## config.mk

```make
export PLATFORM = sky130hd
export DESIGN_NAME = dmem_store_buffer_flat
export DESIGN_NICKNAME = d
export VERILOG_FILES = /design/src/rtl/dmem_store_buffer_pkg.sv /design/src/rtl/dmem_store_buffer_if.sv /design/src/rtl/dmem_sb_overlap.sv /design/src/rtl/dmem_store_buffer.sv /design/src/flat_wrapper.sv
export SDC_FILE = /design/constraint.sdc
export NUM_CORES = 1
export LEC_CHECK = 0
export CAP_MARGIN = 20
export CORE_AREA = 3 3 155 187
export CTS_BUF_LIST = sky130_fd_sc_hd__clkbuf_8
export CTS_CLUSTER_SIZE = 16
export DETAILED_ROUTE_END_ITERATION = 8
export DIE_AREA = 0 0 158 190
export GPL_ROUTABILITY_DRIVEN = 0
export HOLD_SLACK_MARGIN = 0.12
export PLACE_DENSITY = 0.81
export SKIP_LAST_GASP = 1
export SYNTH_ARGS = -nofsm -noshare
export SYNTH_HDL_FRONTEND = slang
export SYNTH_HIERARCHICAL = 1
export SYNTH_SLANG_ARGS = --single-unit
```

## constraint.sdc

```tcl
create_clock -name clk -period 5.36 [get_ports clk]
set_input_delay 0.804 -clock clk [delete_from_list [all_inputs] [get_ports clk]]
set_output_delay 0.804 -clock clk [all_outputs]
set_load 0.03 [all_outputs]
```

## src/rtl/dmem_store_buffer_pkg.sv

```systemverilog
// Shared memory-subsystem definitions for the data-memory store buffer:
// default depth, entry field widths and the legal store/load size codes.
package dmem_store_buffer_pkg;

  localparam int SB_DEPTH  = 4;
  localparam int SB_ADDR_W = 32;
  localparam int SB_DATA_W = 64;
  localparam int SB_SIZE_W = 4;

  // Size field carries a plain byte count.
  typedef enum logic [SB_SIZE_W-1:0] {
    SB_SZ_B = 4'd1,
    SB_SZ_H = 4'd2,
    SB_SZ_W = 4'd4,
    SB_SZ_D = 4'd8
  } sb_size_e;

  // True for the byte counts the pipeline is allowed to issue.
  function automatic logic sb_size_legal(input logic [SB_SIZE_W-1:0] size);
    return (size == SB_SZ_B) || (size == SB_SZ_H) ||
           (size == SB_SZ_W) || (size == SB_SZ_D);
  endfunction

endpackage

```

## src/rtl/dmem_store_buffer_if.sv

```systemverilog
// Bundle of all store-buffer signals: pipeline store port, data-memory write
// port, load-overlap query and occupancy status.
// slave  : the store buffer's view.
// master : the surrounding pipeline / memory subsystem view.
interface dmem_store_buffer_if
  import dmem_store_buffer_pkg::*;
#(
  parameter int DEPTH  = SB_DEPTH,
  parameter int DADDRW = SB_ADDR_W,
  parameter int DDATAW = SB_DATA_W,
  parameter int DSIZEW = SB_SIZE_W
) ();

  localparam int CW = $clog2(DEPTH) + 1;

  logic              st_valid;
  logic              st_ready;
  logic [DADDRW-1:0] st_address;
  logic [DDATAW-1:0] st_data;
  logic [DSIZEW-1:0] st_size;

  logic              dmem_w_valid;
  logic              dmem_w_ready;
  logic [DADDRW-1:0] dmem_w_address;
  logic              dmem_w_wr_en;
  logic [DDATAW-1:0] dmem_w_wr_data;
  logic [DSIZEW-1:0] dmem_w_wr_size;

  logic [DADDRW-1:0] ld_address;
  logic [DSIZEW-1:0] ld_size;
  logic              ld_conflict;

  logic              sb_empty;
  logic [CW-1:0]     sb_count;

  modport slave (
    input  st_valid, st_address, st_data, st_size,
    input  dmem_w_ready,
    input  ld_address, ld_size,
    output st_ready,
    output dmem_w_valid, dmem_w_address, dmem_w_wr_en, dmem_w_wr_data, dmem_w_wr_size,
    output ld_conflict, sb_empty, sb_count
  );

  modport master (
    output st_valid, st_address, st_data, st_size,
    output dmem_w_ready,
    output ld_address, ld_size,
    input  st_ready,
    input  dmem_w_valid, dmem_w_address, dmem_w_wr_en, dmem_w_wr_data, dmem_w_wr_size,
    input  ld_conflict, sb_empty, sb_count
  );

endinterface

```

## src/rtl/dmem_sb_overlap.sv

```systemverilog
// Byte-range overlap comparator: [st_address, st_address+st_size) against
// [ld_address, ld_address+ld_size). Range ends are formed one bit wider than
// the address so a range touching the top of the address space never wraps.
module dmem_sb_overlap
  import dmem_store_buffer_pkg::*;
#(
  parameter int DADDRW = SB_ADDR_W,
  parameter int DSIZEW = SB_SIZE_W
) (
  input  logic [DADDRW-1:0] st_address,
  input  logic [DSIZEW-1:0] st_size,
  input  logic [DADDRW-1:0] ld_address,
  input  logic [DSIZEW-1:0] ld_size,
  output logic              hit
);

  localparam int EW = DADDRW + 1;

  logic [EW-1:0] st_lo, st_hi, ld_lo, ld_hi;

  // Half-open interval intersection; an empty range on either side never hits.
  always_comb begin
    st_lo = {1'b0, st_address};
    ld_lo = {1'b0, ld_address};
    st_hi = st_lo + EW'(st_size);
    ld_hi = ld_lo + EW'(ld_size);
    hit   = (st_size != '0) && (ld_size != '0) &&
            (st_lo < ld_hi) && (ld_lo < st_hi);
  end

endmodule

```

## src/rtl/dmem_store_buffer.sv

```systemverilog
// In-order store buffer between the memory/writeback stage and the
// data-memory write port. Circular FIFO of {address, data, size} with
// wrap-bit pointers; drains the head over a valid/ready handshake.
// Build option STORE_BUF_FWD_EN: precise per-entry load-overlap detection;
// without it any pending store flags every load as conflicting.
module dmem_store_buffer
  import dmem_store_buffer_pkg::*;
#(
  parameter int DEPTH  = SB_DEPTH,
  parameter int DADDRW = SB_ADDR_W,
  parameter int DDATAW = SB_DATA_W,
  parameter int DSIZEW = SB_SIZE_W
) (
  input logic               clk,
  input logic               reset,
  dmem_store_buffer_if.slave sb
);

  localparam int AW = $clog2(DEPTH);
  localparam int PW = AW + 1;

  logic [DADDRW-1:0] addr_q [DEPTH];
  logic [DDATAW-1:0] data_q [DEPTH];
  logic [DSIZEW-1:0] size_q [DEPTH];

  logic [PW-1:0] wr_ptr, rd_ptr, count;
  logic          empty, full, push, pop;

  // Occupancy and handshake qualification from the pointer pair.
  always_comb begin
    empty = (wr_ptr == rd_ptr);
    full  = (wr_ptr[AW-1:0] == rd_ptr[AW-1:0]) && (wr_ptr[AW] != rd_ptr[AW]);
    count = wr_ptr - rd_ptr;
    push  = sb.st_valid && !full;
    pop   = !empty && sb.dmem_w_ready;
  end

  // Pointers are the only reset state; clearing them discards every entry.
  always_ff @(posedge clk or negedge reset) begin
    if (!reset) begin
      wr_ptr <= '0;
      rd_ptr <= '0;
    end else begin
      if (push) wr_ptr <= wr_ptr + PW'(1);
      if (pop)  rd_ptr <= rd_ptr + PW'(1);
    end
  end

  // Entry payload capture at the write slot; payload is never reset.
  always_ff @(posedge clk) begin
    if (push) begin
      addr_q[wr_ptr[AW-1:0]] <= sb.st_address;
      data_q[wr_ptr[AW-1:0]] <= sb.st_data;
      size_q[wr_ptr[AW-1:0]] <= sb.st_size;
    end
  end

  assign sb.st_ready      = !full;
  assign sb.dmem_w_valid  = !empty;
  assign sb.dmem_w_wr_en  = !empty;
  assign sb.dmem_w_address = addr_q[rd_ptr[AW-1:0]];
  assign sb.dmem_w_wr_data = data_q[rd_ptr[AW-1:0]];
  assign sb.dmem_w_wr_size = size_q[rd_ptr[AW-1:0]];
  assign sb.sb_empty      = empty;
  assign sb.sb_count      = count;

`ifdef STORE_BUF_FWD_EN
  logic [DEPTH-1:0] hit, live;

  for (genvar i = 0; i < DEPTH; i++) begin : g_ovl
    dmem_sb_overlap #(
      .DADDRW (DADDRW),
      .DSIZEW (DSIZEW)
    ) u_ovl (
      .st_address (addr_q[i]),
      .st_size    (size_q[i]),
      .ld_address (sb.ld_address),
      .ld_size    (sb.ld_size),
      .hit        (hit[i])
    );
  end

  // A slot is live when its distance from the head is below the occupancy;
  // the head being popped this cycle is still live, a slot being written is not.
  always_comb begin
    logic [AW-1:0] off;
    off  = '0;
    live = '0;
    for (int i = 0; i < DEPTH; i++) begin
      off     = AW'(i) - rd_ptr[AW-1:0];
      live[i] = ({1'b0, off} < count);
    end
  end

  assign sb.ld_conflict = |(hit & live);
`else
  logic unused_ld;
  assign unused_ld      = ^{sb.ld_address, sb.ld_size};
  assign sb.ld_conflict = !empty;
`endif

endmodule
```

## src/flat_wrapper.sv

```systemverilog
// flat-port wrapper written by rule: the top's interface ports become plain ports
module dmem_store_buffer_flat import dmem_store_buffer_pkg::*;
#(
  parameter int DEPTH  = SB_DEPTH,
  parameter int DADDRW = SB_ADDR_W,
  parameter int DDATAW = SB_DATA_W,
  parameter int DSIZEW = SB_SIZE_W
)
  (clk, reset, sb_st_valid, sb_st_address, sb_st_data, sb_st_size, sb_dmem_w_ready, sb_ld_address, sb_ld_size, sb_st_ready, sb_dmem_w_valid, sb_dmem_w_address, sb_dmem_w_wr_en, sb_dmem_w_wr_data, sb_dmem_w_wr_size, sb_ld_conflict, sb_sb_empty, sb_sb_count);
  dmem_store_buffer_if #(.DEPTH(DEPTH), .DADDRW(DADDRW), .DDATAW(DDATAW), .DSIZEW(DSIZEW)) sb_i ();
  input logic clk;
  input logic reset;
  input wire logic [$bits(sb_i.st_valid)-1:0] sb_st_valid;
  input wire logic [$bits(sb_i.st_address)-1:0] sb_st_address;
  input wire logic [$bits(sb_i.st_data)-1:0] sb_st_data;
  input wire logic [$bits(sb_i.st_size)-1:0] sb_st_size;
  input wire logic [$bits(sb_i.dmem_w_ready)-1:0] sb_dmem_w_ready;
  input wire logic [$bits(sb_i.ld_address)-1:0] sb_ld_address;
  input wire logic [$bits(sb_i.ld_size)-1:0] sb_ld_size;
  output wire logic [$bits(sb_i.st_ready)-1:0] sb_st_ready;
  output wire logic [$bits(sb_i.dmem_w_valid)-1:0] sb_dmem_w_valid;
  output wire logic [$bits(sb_i.dmem_w_address)-1:0] sb_dmem_w_address;
  output wire logic [$bits(sb_i.dmem_w_wr_en)-1:0] sb_dmem_w_wr_en;
  output wire logic [$bits(sb_i.dmem_w_wr_data)-1:0] sb_dmem_w_wr_data;
  output wire logic [$bits(sb_i.dmem_w_wr_size)-1:0] sb_dmem_w_wr_size;
  output wire logic [$bits(sb_i.ld_conflict)-1:0] sb_ld_conflict;
  output wire logic [$bits(sb_i.sb_empty)-1:0] sb_sb_empty;
  output wire logic [$bits(sb_i.sb_count)-1:0] sb_sb_count;
  assign sb_i.st_valid = sb_st_valid;
  assign sb_i.st_address = sb_st_address;
  assign sb_i.st_data = sb_st_data;
  assign sb_i.st_size = sb_st_size;
  assign sb_i.dmem_w_ready = sb_dmem_w_ready;
  assign sb_i.ld_address = sb_ld_address;
  assign sb_i.ld_size = sb_ld_size;
  assign sb_st_ready = sb_i.st_ready;
  assign sb_dmem_w_valid = sb_i.dmem_w_valid;
  assign sb_dmem_w_address = sb_i.dmem_w_address;
  assign sb_dmem_w_wr_en = sb_i.dmem_w_wr_en;
  assign sb_dmem_w_wr_data = sb_i.dmem_w_wr_data;
  assign sb_dmem_w_wr_size = sb_i.dmem_w_wr_size;
  assign sb_ld_conflict = sb_i.ld_conflict;
  assign sb_sb_empty = sb_i.sb_empty;
  assign sb_sb_count = sb_i.sb_count;
  dmem_store_buffer #(.DEPTH(DEPTH), .DADDRW(DADDRW), .DDATAW(DDATAW), .DSIZEW(DSIZEW)) u_core (.clk(clk), .reset(reset), .sb(sb_i));
endmodule
```

=== Word-level counts from Yosys, hierarchy flattened ===
Memories as Yosys holds them, arrays and structs flattened.
Index checks and enable logic that the tools add are counted.

* Add/sub/neg operators: 3
* Eq/ne operators: 3
* Mux-type cells: 2
* Reductions and logical operators: 5

{| class="wikitable"
|+ Operators with widths
! operator !! count
|-
| 3-bit by 1-bit adder with 3-bit output (second input constant) || 2
|-
| 3-bit == test || 1
|-
| 1-bit logical AND || 3
|-
| 3-bit subtractor || 1
|-
| 2-bit == test || 1
|-
| 1-bit logical NOT || 2
|-
| 1-bit 2-to-1 mux || 2
|-
| 1-bit inequality test || 1
|}

* Flip-flop bits (word level): 6
* Memory bits (writable): 400
* Bits of input ports: 140
* Output and inout port bits: 108
* Logic and storage cells: 18
* Memories kept: 3

{| class="wikitable"
|+ Memories
! memory !! depth !! width !! read ports !! clocked after Yosys merged registers in !! write ports !! RTL line !! RTL
|-
| u_core.data_q || 4 || 64 || 1 || 0 || 1 || dmem_store_buffer.sv:23 || <nowiki>logic [DDATAW-1:0] data_q [DEPTH];</nowiki>
|-
| u_core.addr_q || 4 || 32 || 1 || 0 || 1 || dmem_store_buffer.sv:22 || <nowiki>logic [DADDRW-1:0] addr_q [DEPTH];</nowiki>
|-
| u_core.size_q || 4 || 4 || 1 || 0 || 1 || dmem_store_buffer.sv:24 || <nowiki>logic [DSIZEW-1:0] size_q [DEPTH];</nowiki>
|}

=== Longest topological paths before layout ===
* Word-level depth: 6
* Depth in mapped cells: 7
* Gate-level depth less buffers: 5

=== Least setup slack after synthesis ===
Ideal clock, no wire load.

* Kind: flip-flop to flip-flop
* Start: reg u_core.rd_ptr[1]
* End: mem u_core/addr_q[0][0] in the netlist's numbering, enable pin
* Library setup time: 0.471 ns
* Arrival: 3.878 ns
* Data required time: 4.889 ns
* Setup slack: 1.011 ns
* Cell stages (with the launch flop): 7
* Buffers on the path: 2
* Clock period less this slack: 4.349 ns
* Cell sequence: dfrtp_1 -> buf_2 -> buf_2 -> inv_1 -> ha_1 -> nand3_1 -> and3_1

* Cells in the longest elaborated chain, start to end: 6

{| class="wikitable"
|+ Ends and longest elaborated chain
! element !! RTL line !! RTL
|-
| start: declaration || dmem_store_buffer.sv:26 || <nowiki>logic [PW-1:0] wr_ptr, rd_ptr, count;</nowiki>
|-
| start signal: assignment || dmem_store_buffer.sv:45 || <nowiki>if (pop) rd_ptr <= rd_ptr + PW'(1);</nowiki>
|-
| 2-bit == test || dmem_store_buffer.sv:32 || <nowiki>full = (wr_ptr[AW-1:0] == rd_ptr[AW-1:0]) && (wr_ptr[AW] != rd_ptr[AW]);</nowiki>
|-
| 1-bit logical AND || dmem_store_buffer.sv:32 ||
|-
| 1-bit logical NOT || - ||
|-
| named net sb_st_ready || flat_wrapper.sv:20 || <nowiki>output wire logic [$bits(sb_i.st_ready)-1:0] sb_st_ready;</nowiki>
|-
| 1-bit logical AND || dmem_store_buffer.sv:34 || <nowiki>push = sb.st_valid && !full;</nowiki>
|-
| 1-bit 2-to-1 mux || dmem_store_buffer.sv:51 || <nowiki>if (push) begin</nowiki>
|-
| 1-bit 2-to-1 mux (implied by the code) || dmem_store_buffer.sv:52 || <nowiki>addr_q[wr_ptr[AW-1:0]] <= sb.st_address;</nowiki>
|-
| end: declaration || dmem_store_buffer.sv:22 ||
|}

The timed path passes the listed nets, and every way through them passes these cells.

=== Final worst setup path ===
* Start: reg u_core.rd_ptr[1]
* End: out sb_dmem_w_address[14]

* Cells in the longest elaborated chain, start to end: 1

{| class="wikitable"
|+ Ends and longest elaborated chain
! element !! RTL line !! RTL
|-
| memory 4 x 32 bit || - ||
|-
| end: declaration || flat_wrapper.sv:22 || <nowiki>output wire logic [$bits(sb_i.dmem_w_address)-1:0] sb_dmem_w_address;</nowiki>
|}

No other way between the ends.

==> flow_metrics.py <==
metrics = {
    "sta": {
        "finalHoldViolations": 0,
        "timing.final.crit_share": 0.757,
        "drv_slew": 0,
        "fin_skew_ns": 0.0176,
        "rsz0062_at_grt": "false",
        "fin_ws_ns": 1.30,
        "min_period_ns": 4.06,
        "fin_setup_tns_ns": 0,
        "fmax_mhz": 246,
        "setup_viol": 0,
        "worst_pin_slew_ns": 0.971,
        "relSlewSlack": 0.353,
    },
    "detailed_routing": {
        "wire_per_inst_um": 23.1,
        "final_antenna_net_count": 0,
        "drc": 0,
        "finalWirelength_mm": 28.0,
        "vias": 6772,
        "first_pass_iters": 4,
        "drt_iter0_drc": 309,
        "vias_per_cell": 5.60,
    },
    "clock_network": {
        "cts-root-buf": "clkbuf_8",
        "post_cts_buffers": 0,
        "cts_tree": "done",
        "cts.htree.levels": 2,
        "clkLatencyLatePin_ns": 0.57,
        "cts_resized": 0,
        "path_clk_slew_ns": 0.06,
        "holdBufCountCts": 0,
        "cts_max_path_buffers": 3,
        "cts-buffers-inserted": 59,
        "clock_sinks": 406,
    },
    "pwr": {
        "ir_drop_v": 0.000939,
        "power.internal_w": 0.00738,
        "power-per-cell-area_nw_per_um2": 612,
        "power_frac_seq": 0.411,
        "combPwrFrac": 0.397,
        "power_leakage_nw": 6.08,
        "clockPowerShare": 0.192,
        "power.switching_w": 0.00391,
        "swShare": 0.346,
    },
    "placed_design": {
        "dpl_cell_area_um2": 17400,
        "io_buffers": 211,
        "place_ws_ns": 1.85,
        "dp_hpwl_mm": 17.1,
    },
    "layout": {
        "final_area_um2": 18500,
        "layout-drive-gt1-share": 0.215,
        "final_util": 0.679,
        "area_growth_syn_to_layout_pct": 23.9,
        "fin_nets": 973,
        "diodes": 0,
    },
    "synth": {
        "synth_nets": 717,
        "yosysUniqueCellTypes": 20,
        "yosys_warnings": 6,
        "yosysSeqAreaShare": 0.816,
        "synth_area_um2": 14900,
        "avgSynthCellArea_um2": 26.2,
        "synth-seq-cells": 406,
        "synth_cells": 569,
    },
    "setup_path": {
        "critical_path_class": "reg -> out",
        "worst_ep_required_time_ns": 4.56,
        "cp_cell_sequence": "buf_4 -> mux4_2 -> clkdlybuf4s50_1",
        "crit_arrival_ns": 3.26,
        "end_kind": "output pin",
        "crit_path_top_delay_cell": "dfrtp_4",
        "crit_family": "buffers and inverters",
        "path_buf_inv": 2,
        "worst_path_largest_cell_delay_ns": 1.05,
        "startpoint_type": "flip-flop",
        "cp_max_fo": 65,
    },
    "global_routing": {
        "gr-total-overflow": 0,
        "grt_util_all_layers": 0.189,
        "grt_max_degree": 66,
        "grt_pass1_vias": 7532,
        "grt_pass1_wl_mm": 42.8,
        "antenna_found_initial": 1,
    },
    "die": {
        "die-height_um": 190,
        "coreArea_um2": 27200,
        "start_util": 0.548,
        "pin_count": 248,
        "die_area_um2": 30000,
        "row_count": 66,
        "chipWidth_um": 158,
    },
    "status": {
        "status": "finished clean",
    },
    "worst_hold_path": {
        "hp-class": "in -> async",
    },
    "flow_run": {
        "maxCapViolCount": 0,
    },
}
[final timing paths]
path | start | endpoint | cells after the start | slack (ns)
setup / recovery | u_core/rd_ptr[1]$_DFFE_PN0P_ | sb_dmem_w_address[14] | 3 | 1.30
hold / removal | reset | u_core/rd_ptr[1]$_DFFE_PN0P_ | 1 | 0.47
setup reg to reg | u_core/rd_ptr[1]$_DFFE_PN0P_ | u_core/addr_q[3][13]$_DFFE_PP_ | 5 | 2.05
hold reg to reg | u_core/wr_ptr[0]$_DFFE_PN0P_ | u_core/wr_ptr[0]$_DFFE_PN0P_ | 1 | 0.56
max in group asynchronous | reset | u_core/rd_ptr[0]$_DFFE_PN0P_ | 1 | 4.65
min in group clk | u_core/wr_ptr[0]$_DFFE_PN0P_ | u_core/wr_ptr[0]$_DFFE_PN0P_ | 1 | 0.56
[power groups by stage]
stage	clock network [W]	logic, W	registers [W]
2_1_floorplan	0	0.00302	0.00452
3_3_place_gp	0	0.00448	0.00465
3_5_place_dp	0	0.00454	0.00472
4_1_cts	0.00223	0.00456	0.00465
5_1_grt	0.00238	0.00471	0.00471
6_report	0.00217	0.00449	0.00464
[final cells by class]
cell class                 count  area [um2]
inverter                       7        26.3
clock buffer                  62         853
tap                          340         425
multi-input combinational    132        2540
sequential                   406       12200
clock inverter                44         203
timing repair buffer         219        2230
fill                        1638        8710
[cells in the final DEF, fill, tap and decap left out, types with 4 or more instances in the layout]
cell type	n
inv_1	36
clkbuf_8	62
and3_4	4
clkinv_1	8
edfxtp_1	400
clkdlybuf4s50_1	211
clkinv_2	5
dfrtp_1	4
ha_1	7
nand2_1	5
buf_12	5
xnor2_1	4
mux4_2	100
[through the flow]
| step | std cells | hold WS [ns] | total power (W) |
|---|---|---|---|
| after global placement | 1104 | 0.514 | 0.00912 |
| final | 1210 | 0.469 | 0.0113 |
| after CTS | 1210 | 0.440 | 0.0115 |
| after floorplan | 569 | 0.497 | 0.00754 |
| after global routing | 1210 | 0.440 | 0.0118 |
| after detailed placement | 1104 | 0.536 | 0.00926 |
[cell usage after synthesis, drive strengths merged]
library cell	count	share of area
inv	7	0.0018
nand3	2	0.00067
edfxtp	400	0.81
mux2i	1	0.00067
clkbuf	2	0.00050
buf	22	0.012
fa	1	0.0013
xnor2	4	0.0024
mux2	3	0.0023
xor2	1	0.00059
ha	7	0.0059
mux4	100	0.15
o21ai	4	0.0016
nand2	5	0.0013
and3	4	0.0017
dfrtp	6	0.010
[flip-flops by register name (all words and copies together) (netlist names)]
register and count:
u_core/addr_q 128, u_core/size_q 16, u_core/wr_ptr 3, u_core/data_q 256, u_core/rd_ptr 3
[routing by layer]
| layer | up-vias | track usage | wire [um] |
|---|---|---|---|
| met5 | - | 0 | 13 |
| met3 | 47 | 0.0423 | 1720 |
| met4 | 2 | 0.0626 | 665 |
| met1 | 3516 | 0.236 | 10400 |
| met2 | 241 | 0.329 | 15200 |
| li1 | 2966 | - | - |
[kinds of logic after synthesis]
logic type      Yosys count  share of synthesized area
mux                     104                      0.154
simple gates             11                    0.00361
flops                   406                      0.816
compound gates            4                    0.00160
buf+inv                  31                     0.0142
xor+xnor                  5                    0.00294
fa+ha+maj                 8                    0.00722
No activity file was read; power rests on OpenSTA's default activity.
